## config.mk

```make
export PLATFORM = sky130hd
export DESIGN_NAME = mmio_periph
export DESIGN_NICKNAME = d
export VERILOG_FILES = /design/src/rtl/io_map_pkg.sv /design/src/rtl/io_fifo.sv /design/src/rtl/mmio_periph.sv
export SDC_FILE = /design/constraint.sdc
export NUM_CORES = 2
export LEC_CHECK = 0
export ABC_AREA = 0
export ABC_CLOCK_PERIOD_IN_PS = 5000
export CORE_MARGIN = 1.5
export CORE_UTILIZATION = 45
export DETAILED_ROUTE_END_ITERATION = 7
export HOLD_SLACK_MARGIN = 0.06
export PLACE_DENSITY_LB_ADDON = 0.2
export SLEW_MARGIN = 10
export SYNTH_ARGS = -nofsm -noshare
export SYNTH_HDL_FRONTEND = slang
export SYNTH_HIERARCHICAL = 1
export SYNTH_SLANG_ARGS = --single-unit
export TNS_END_PERCENT = 20
```

## constraint.sdc

```tcl
create_clock -name clk -period 5 [get_ports clk]
set_input_delay 0.75 -clock clk [delete_from_list [all_inputs] [get_ports clk]]
set_output_delay 0.75 -clock clk [all_outputs]
set_load 0.1 [all_outputs]
```

## src/rtl/io_map_pkg.sv

```systemverilog
// Address map, status bit positions and display states
// shared by the MMIO peripheral and its testbench.
package io_map_pkg;

  localparam logic [31:0] A_SEG     = 32'h0000_0000;
  localparam logic [31:0] A_LED     = 32'h0000_0004;
  localparam logic [31:0] A_BLINK   = 32'h0000_0008;
  localparam logic [31:0] A_DWELL   = 32'h0000_000C;
  localparam logic [31:0] A_STAT    = 32'h0000_0010;
  localparam logic [31:0] A_TEST    = 32'h0000_0014;
  localparam logic [31:0] A_IN_BASE = 32'h0000_0020;

  localparam int STAT_OVF   = 31;
  localparam int STAT_FULL  = 30;
  localparam int STAT_EMPTY = 29;

  localparam int CTL_CLR_OVF = 0;
  localparam int CTL_FLUSH   = 1;

  typedef enum logic {
    IDLE,
    SHOW
  } disp_state_t;

  function automatic logic [31:0] in_addr(input int k);
    return A_IN_BASE + 32'(4 * k);
  endfunction

endpackage

```

## src/rtl/io_fifo.sv

```systemverilog
// Synchronous display FIFO; exposes head and the entry
// behind it so the display can advance without a gap.
module io_fifo #(
  parameter int DEPTH = 32,
  parameter int W     = 24
) (
  input  logic                       clk,
  input  logic                       rst,
  input  logic                       push,
  input  logic                       pop,
  input  logic                       flush,
  input  logic [W-1:0]               din,
  output logic [W-1:0]               head,
  output logic [W-1:0]               second,
  output logic [$clog2(DEPTH):0]     count,
  output logic                       full,
  output logic                       empty
);

  localparam int AW = $clog2(DEPTH);
  localparam int CW = AW + 1;

  logic [W-1:0]  mem [DEPTH];
  logic [AW-1:0] rd_ptr;
  logic [AW-1:0] wr_ptr;
  logic [AW-1:0] rd_nxt;
  logic [CW-1:0] cnt;
  logic          do_push;
  logic          do_pop;

  assign full    = (cnt == CW'(DEPTH));
  assign empty   = (cnt == '0);
  assign do_push = push & ~full & ~flush;
  assign do_pop  = pop & ~empty & ~flush;
  assign rd_nxt  = rd_ptr + AW'(1);
  assign head    = mem[rd_ptr];
  assign second  = mem[rd_nxt];
  assign count   = cnt;

  always_ff @(posedge clk) begin
    if (rst || flush) begin
      rd_ptr <= '0;
      wr_ptr <= '0;
      cnt    <= '0;
    end else begin
      if (do_push) wr_ptr <= wr_ptr + AW'(1);
      if (do_pop)  rd_ptr <= rd_nxt;
      cnt <= cnt + CW'(do_push) - CW'(do_pop);
    end
  end

  always_ff @(posedge clk) begin
    if (do_push && !rst) mem[wr_ptr] <= din;
  end

endmodule

```

## src/rtl/mmio_periph.sv

```systemverilog
// Memory-mapped I/O block: queued 7-seg display with dwell,
// LEDs, blink timer, latched input channels, status/control.
module mmio_periph
  import io_map_pkg::*;
#(
  parameter int SEG_W        = 24,
  parameter int DEPTH        = 32,
  parameter int DWELL_CYCLES = 100_000_000,
  parameter int LED_W        = 16,
  parameter int IN_CH        = 2,
  parameter int IN_W         = 8,
  parameter int TEST_W       = 3
) (
  input  logic              clk,
  input  logic              rst,
  input  logic              io_we,
  input  logic [31:0]       io_addr,
  input  logic [31:0]       io_wdata,
  output logic [31:0]       io_rdata,
  input  logic [IN_CH-1:0]  in_enter,
  input  logic [IN_W-1:0]   in_data,
  input  logic [TEST_W-1:0] test_in,
  output logic [SEG_W-1:0]  seg_out,
  output logic [LED_W-1:0]  led_out,
  output logic              blink_out,
  output logic              q_full,
  output logic              q_empty
);

  localparam int CW = $clog2(DEPTH) + 1;

  disp_state_t      state;
  logic [31:0]      timer;
  logic [31:0]      dwell;
  logic [31:0]      blink_cnt;
  logic             ovf;
  logic [IN_W-1:0]  in_reg [IN_CH];

  logic [SEG_W-1:0] head;
  logic [SEG_W-1:0] second;
  logic [CW-1:0]    count;

  logic wr_seg;
  logic wr_led;
  logic wr_blink;
  logic wr_dwell;
  logic wr_stat;
  logic flush;
  logic pop;

  assign wr_seg   = io_we && (io_addr == A_SEG);
  assign wr_led   = io_we && (io_addr == A_LED);
  assign wr_blink = io_we && (io_addr == A_BLINK);
  assign wr_dwell = io_we && (io_addr == A_DWELL);
  assign wr_stat  = io_we && (io_addr == A_STAT);
  assign flush    = wr_stat && io_wdata[CTL_FLUSH];
  assign pop      = (state == SHOW) && (timer == '0);

  io_fifo #(
    .DEPTH (DEPTH),
    .W     (SEG_W)
  ) u_fifo (
    .clk    (clk),
    .rst    (rst),
    .push   (wr_seg),
    .pop    (pop),
    .flush  (flush),
    .din    (io_wdata[SEG_W-1:0]),
    .head   (head),
    .second (second),
    .count  (count),
    .full   (q_full),
    .empty  (q_empty)
  );

  always_ff @(posedge clk) begin
    if (rst || flush) begin
      state   <= IDLE;
      seg_out <= '0;
      timer   <= '0;
    end else begin
      unique case (state)
        IDLE: begin
          if (!q_empty) begin
            seg_out <= head;
            timer   <= dwell - 32'd1;
            state   <= SHOW;
          end
        end
        SHOW: begin
          if (timer != '0) begin
            timer <= timer - 32'd1;
          end else if (count > CW'(1)) begin
            seg_out <= second;
            timer   <= dwell - 32'd1;
          end else begin
            seg_out <= '0;
            state   <= IDLE;
          end
        end
        default: state <= IDLE;
      endcase
    end
  end

  always_ff @(posedge clk) begin
    if (rst) begin
      led_out   <= '0;
      blink_cnt <= '0;
      dwell     <= 32'(DWELL_CYCLES);
      ovf       <= 1'b0;
    end else begin
      if (wr_led) led_out <= io_wdata[LED_W-1:0];
      if (wr_blink)
        blink_cnt <= io_wdata;
      else if (blink_cnt != '0)
        blink_cnt <= blink_cnt - 32'd1;
      // zero dwell would underflow the timer
      if (wr_dwell)
        dwell <= (io_wdata == '0) ? 32'd1 : io_wdata;
      if (wr_seg && q_full)
        ovf <= 1'b1;
      else if (wr_stat && io_wdata[CTL_CLR_OVF])
        ovf <= 1'b0;
    end
  end

  always_ff @(posedge clk) begin
    for (int k = 0; k < IN_CH; k++) begin
      if (rst)
        in_reg[k] <= '0;
      else if (in_enter[k])
        in_reg[k] <= in_data;
    end
  end

  assign blink_out = (blink_cnt != '0);

  logic [31:0]     stat;
  logic            hit_in;
  logic [IN_W-1:0] in_sel;
  logic            hit_stat;
  logic            hit_dwell;
  logic            hit_test;

  assign hit_stat  = (io_addr == A_STAT);
  assign hit_dwell = (io_addr == A_DWELL);
  assign hit_test  = (io_addr == A_TEST);

  always_comb begin
    stat             = '0;
    stat[STAT_OVF]   = ovf;
    stat[STAT_FULL]  = q_full;
    stat[STAT_EMPTY] = q_empty;
    stat[CW-1:0]     = count;
  end

  always_comb begin
    hit_in = 1'b0;
    in_sel = '0;
    for (int k = 0; k < IN_CH; k++) begin
      if (io_addr == in_addr(k)) begin
        hit_in = 1'b1;
        in_sel = in_reg[k];
      end
    end
  end

  always_comb begin
    io_rdata = '0;
    if (!io_we) begin
      unique case (1'b1)
        hit_stat:  io_rdata = stat;
        hit_dwell: io_rdata = dwell;
        hit_test:  io_rdata = 32'(test_in);
        hit_in:    io_rdata = 32'(in_sel);
        default:   io_rdata = '0;
      endcase
    end
  end

endmodule

```

==> metrics.csv <==
metric,value,unit
synth_fp_nets,2833,
vias_per_cell,6.72,
syn_area,45000,sq um
sequentialPowerShare,48.9,%
synth_seq_cells,943,
p_per_area,346,nW/um^2
p_leak,0.0159,uW
setup_viol,0,
synth_top_area_share,52.3,%
largest_reg_flops,768,
grt_pass1_wl,206,mm
rrSetupSlack,1.01,ns
drc,0,
instances_no_fill,4292,
dr_total_vias,28900,
cts-resized-gates,0,
hpwlAfterDp,87.7,mm
async_flop_share,0,%
rsz0062_at_grt,false,
overflow,0,
core,98700,sq um
drv_slew,0,
wl,142,mm
path_class,register to output pin,
clkPwrFrac,41.1,%
die-area,102000,sq um
port_buffers,154,
reg2reg_to,u_fifo/count[4],
total_power,18000,uW
mostFrequentLayoutCells,"784 x edfxtp_1, 432 x mux4_2, 152 x dfxtp_1, 137 x nor2_1, 134 x buf_4",
skew,0.0185,ns
die_h,319,microns
holdBufCountCts,0,
numCtsBuffers,102,
arrival,3.94,ns
worstPathRequired,4.25,ns
dp.cells,4103,
drtAntennaViolNets,0,
avgSynthCellArea,16.5,sq um
power.share.combinational,10.0,%
drt_pass1_iterations,7,
place_area,48900,sq um
yosysWarnings,6,
crit_path_cell_trace,"or4_1, nor4_1, and4_1, inv_1, clkdlybuf4s50_1",
post-route-min-period,4.69,ns
crit_path_top_delay_cell,clkdlybuf4s50_1,
first_global_vias,29200,
crit_path_start,blink_cnt[2],
ys_top_cells_by_area,"edfxtp_1 52%, mux4_2 22%, dfxtp_1 7.1%",
timing.hold.ws,0.478,ns
ir_drop,0.278,mV
run_status,completed,
clk_root_buffer_cell,clkbuf_16,
cp_max_fo,20,
cap_violations,0,
final.setup.tns,0,ns
clk_latency,0.68,ns
gp_congestion,0.906,
cp.buffers_inverters,2,
cts_sinks,943,
diodes,0,
htree_num_levels,3,
grt_max_degree,117,
cp_slowest_stage_delay,1.10,ns
ys_types,76,
fp-row-count,115,
r2r_cells,15,
synth-seq-area-share,59.4,%
cts_setup_buffers,0,
postLayoutCellArea,52200,sq um
worstSetupEndpoint,blink_out,
drive_above_1_share,28.5,%
r2r-start,timer[18],
drt_iter0_drc,3436,
startpoint_type,register,
worst_pin_slew,1.25,ns
critPathTopFamily,simple AND/OR/NAND/NOR gates,
synthCells,2733,
final_nets,3020,
initial_core_util,45.6,%
ioPinCount,155,
largest-register,u_fifo/mem,
clk_path_buf_depth,3,
synth_flop_cell,edfxtp_1,
cp.depth,5,
relSlewSlack,15.8,%
synth_top_cell_by_area,edfxtp_1,
clkTransAtPathRegs,0.06,ns
die_w,319,microns
holdCritPathClass,register to register,
end_kind,output pin,
synth_edf_count,784,
syn_to_final_growth,16.0,%
antenna_found_initial,4,
switching_share,24.3,%
fmax,213,MHz
wl_per_cell,33.1,microns
p_switching,4390,uW
p_int,13600,uW
hold_viol,0,
cts_tree,yes,
post-route-period-util,93.9,%
final_common_cell,edfxtp_1,
grt_usage,27.8,%
final cells by class:
type                       instances  area, sq um
inverter                          29          109
fill                            7908        46500
clock inverter                    43          388
timing repair buffer             287         2840
tap                             1287         1610
clock buffer                     146         2890
multi-input combinational       1557        17600
sequential                       943        26700
metrics by stage:
| stage | utilization (%) | setup WS [ns] |
|---|---|---|
| after floorplan | - | 0.119 |
| after global placement | 49.5 | 0.406 |
| after detailed placement | 49.5 | 0.388 |
| after CTS | 52.9 | 0.286 |
| after global routing | 52.9 | 0.158 |
| final | 52.9 | 0.307 |
worst min-delay path by stage:
stage               startpoint        to  slack [ns]  cells past startpoint
CTS                   timer[6]  timer[6]        0.48                      2
global route          timer[6]  timer[6]        0.51                      2
floorplan             timer[6]  timer[6]        0.45                      2
detailed placement    timer[6]  timer[6]        0.47                      2
global placement      timer[6]  timer[6]        0.46                      2
finish                timer[6]  timer[6]        0.48                      2
Yosys cell counts, drive strengths merged (51+ instances only):
cell	instances
clkbuf	130
mux4	432
nand2	59
dfxtp	159
nor2	169
nor4	56
buf	74
a221oi	51
nor2b	75
edfxtp	784
a21oi	75
routing by layer:
layer / wire length (microns) / part of all wire [%] / GRT usage, % / vias up
met3: 13500 / 9.5 / 6.20 / 299
met5: 13 / 0.0092 / 0 / -
met1: 55400 / 39 / 37.7 / 15100
li1: - / - / - / 11800
met2: 67200 / 47 / 44.0 / 1668
met4: 5980 / 4.2 / 10.8 / 2
cells by family (layout without fill, tap and decap cells):
group	count (synthesis)	after routing	synth area share, %
flops	943	943	59.4
simple gates	596	596	7.02
mux	524	524	23.8
compound gates	348	348	5.63
buf+inv	233	505	2.20
xor+xnor	69	69	1.36
fa+ha+maj	20	20	0.573
tightest hold or removal path: stages, from the launching register on:
cell	delay, ns
dfxtp_1	0.31
o21ai_0	0.07
a21oi_1	0.06
power groups by stage:
| stage | clock (uW) | sequential, uW | combinational (uW) |
|---|---|---|---|
| floorplan | 0 | 8980 | 1180 |
| global placement | 0 | 8960 | 1730 |
| detailed placement | 0 | 8970 | 1790 |
| CTS | 7520 | 8810 | 1790 |
| global route | 7820 | 8830 | 1960 |
| finish | 7420 | 8810 | 1800 |
Power figures use the tool's default switching activity.
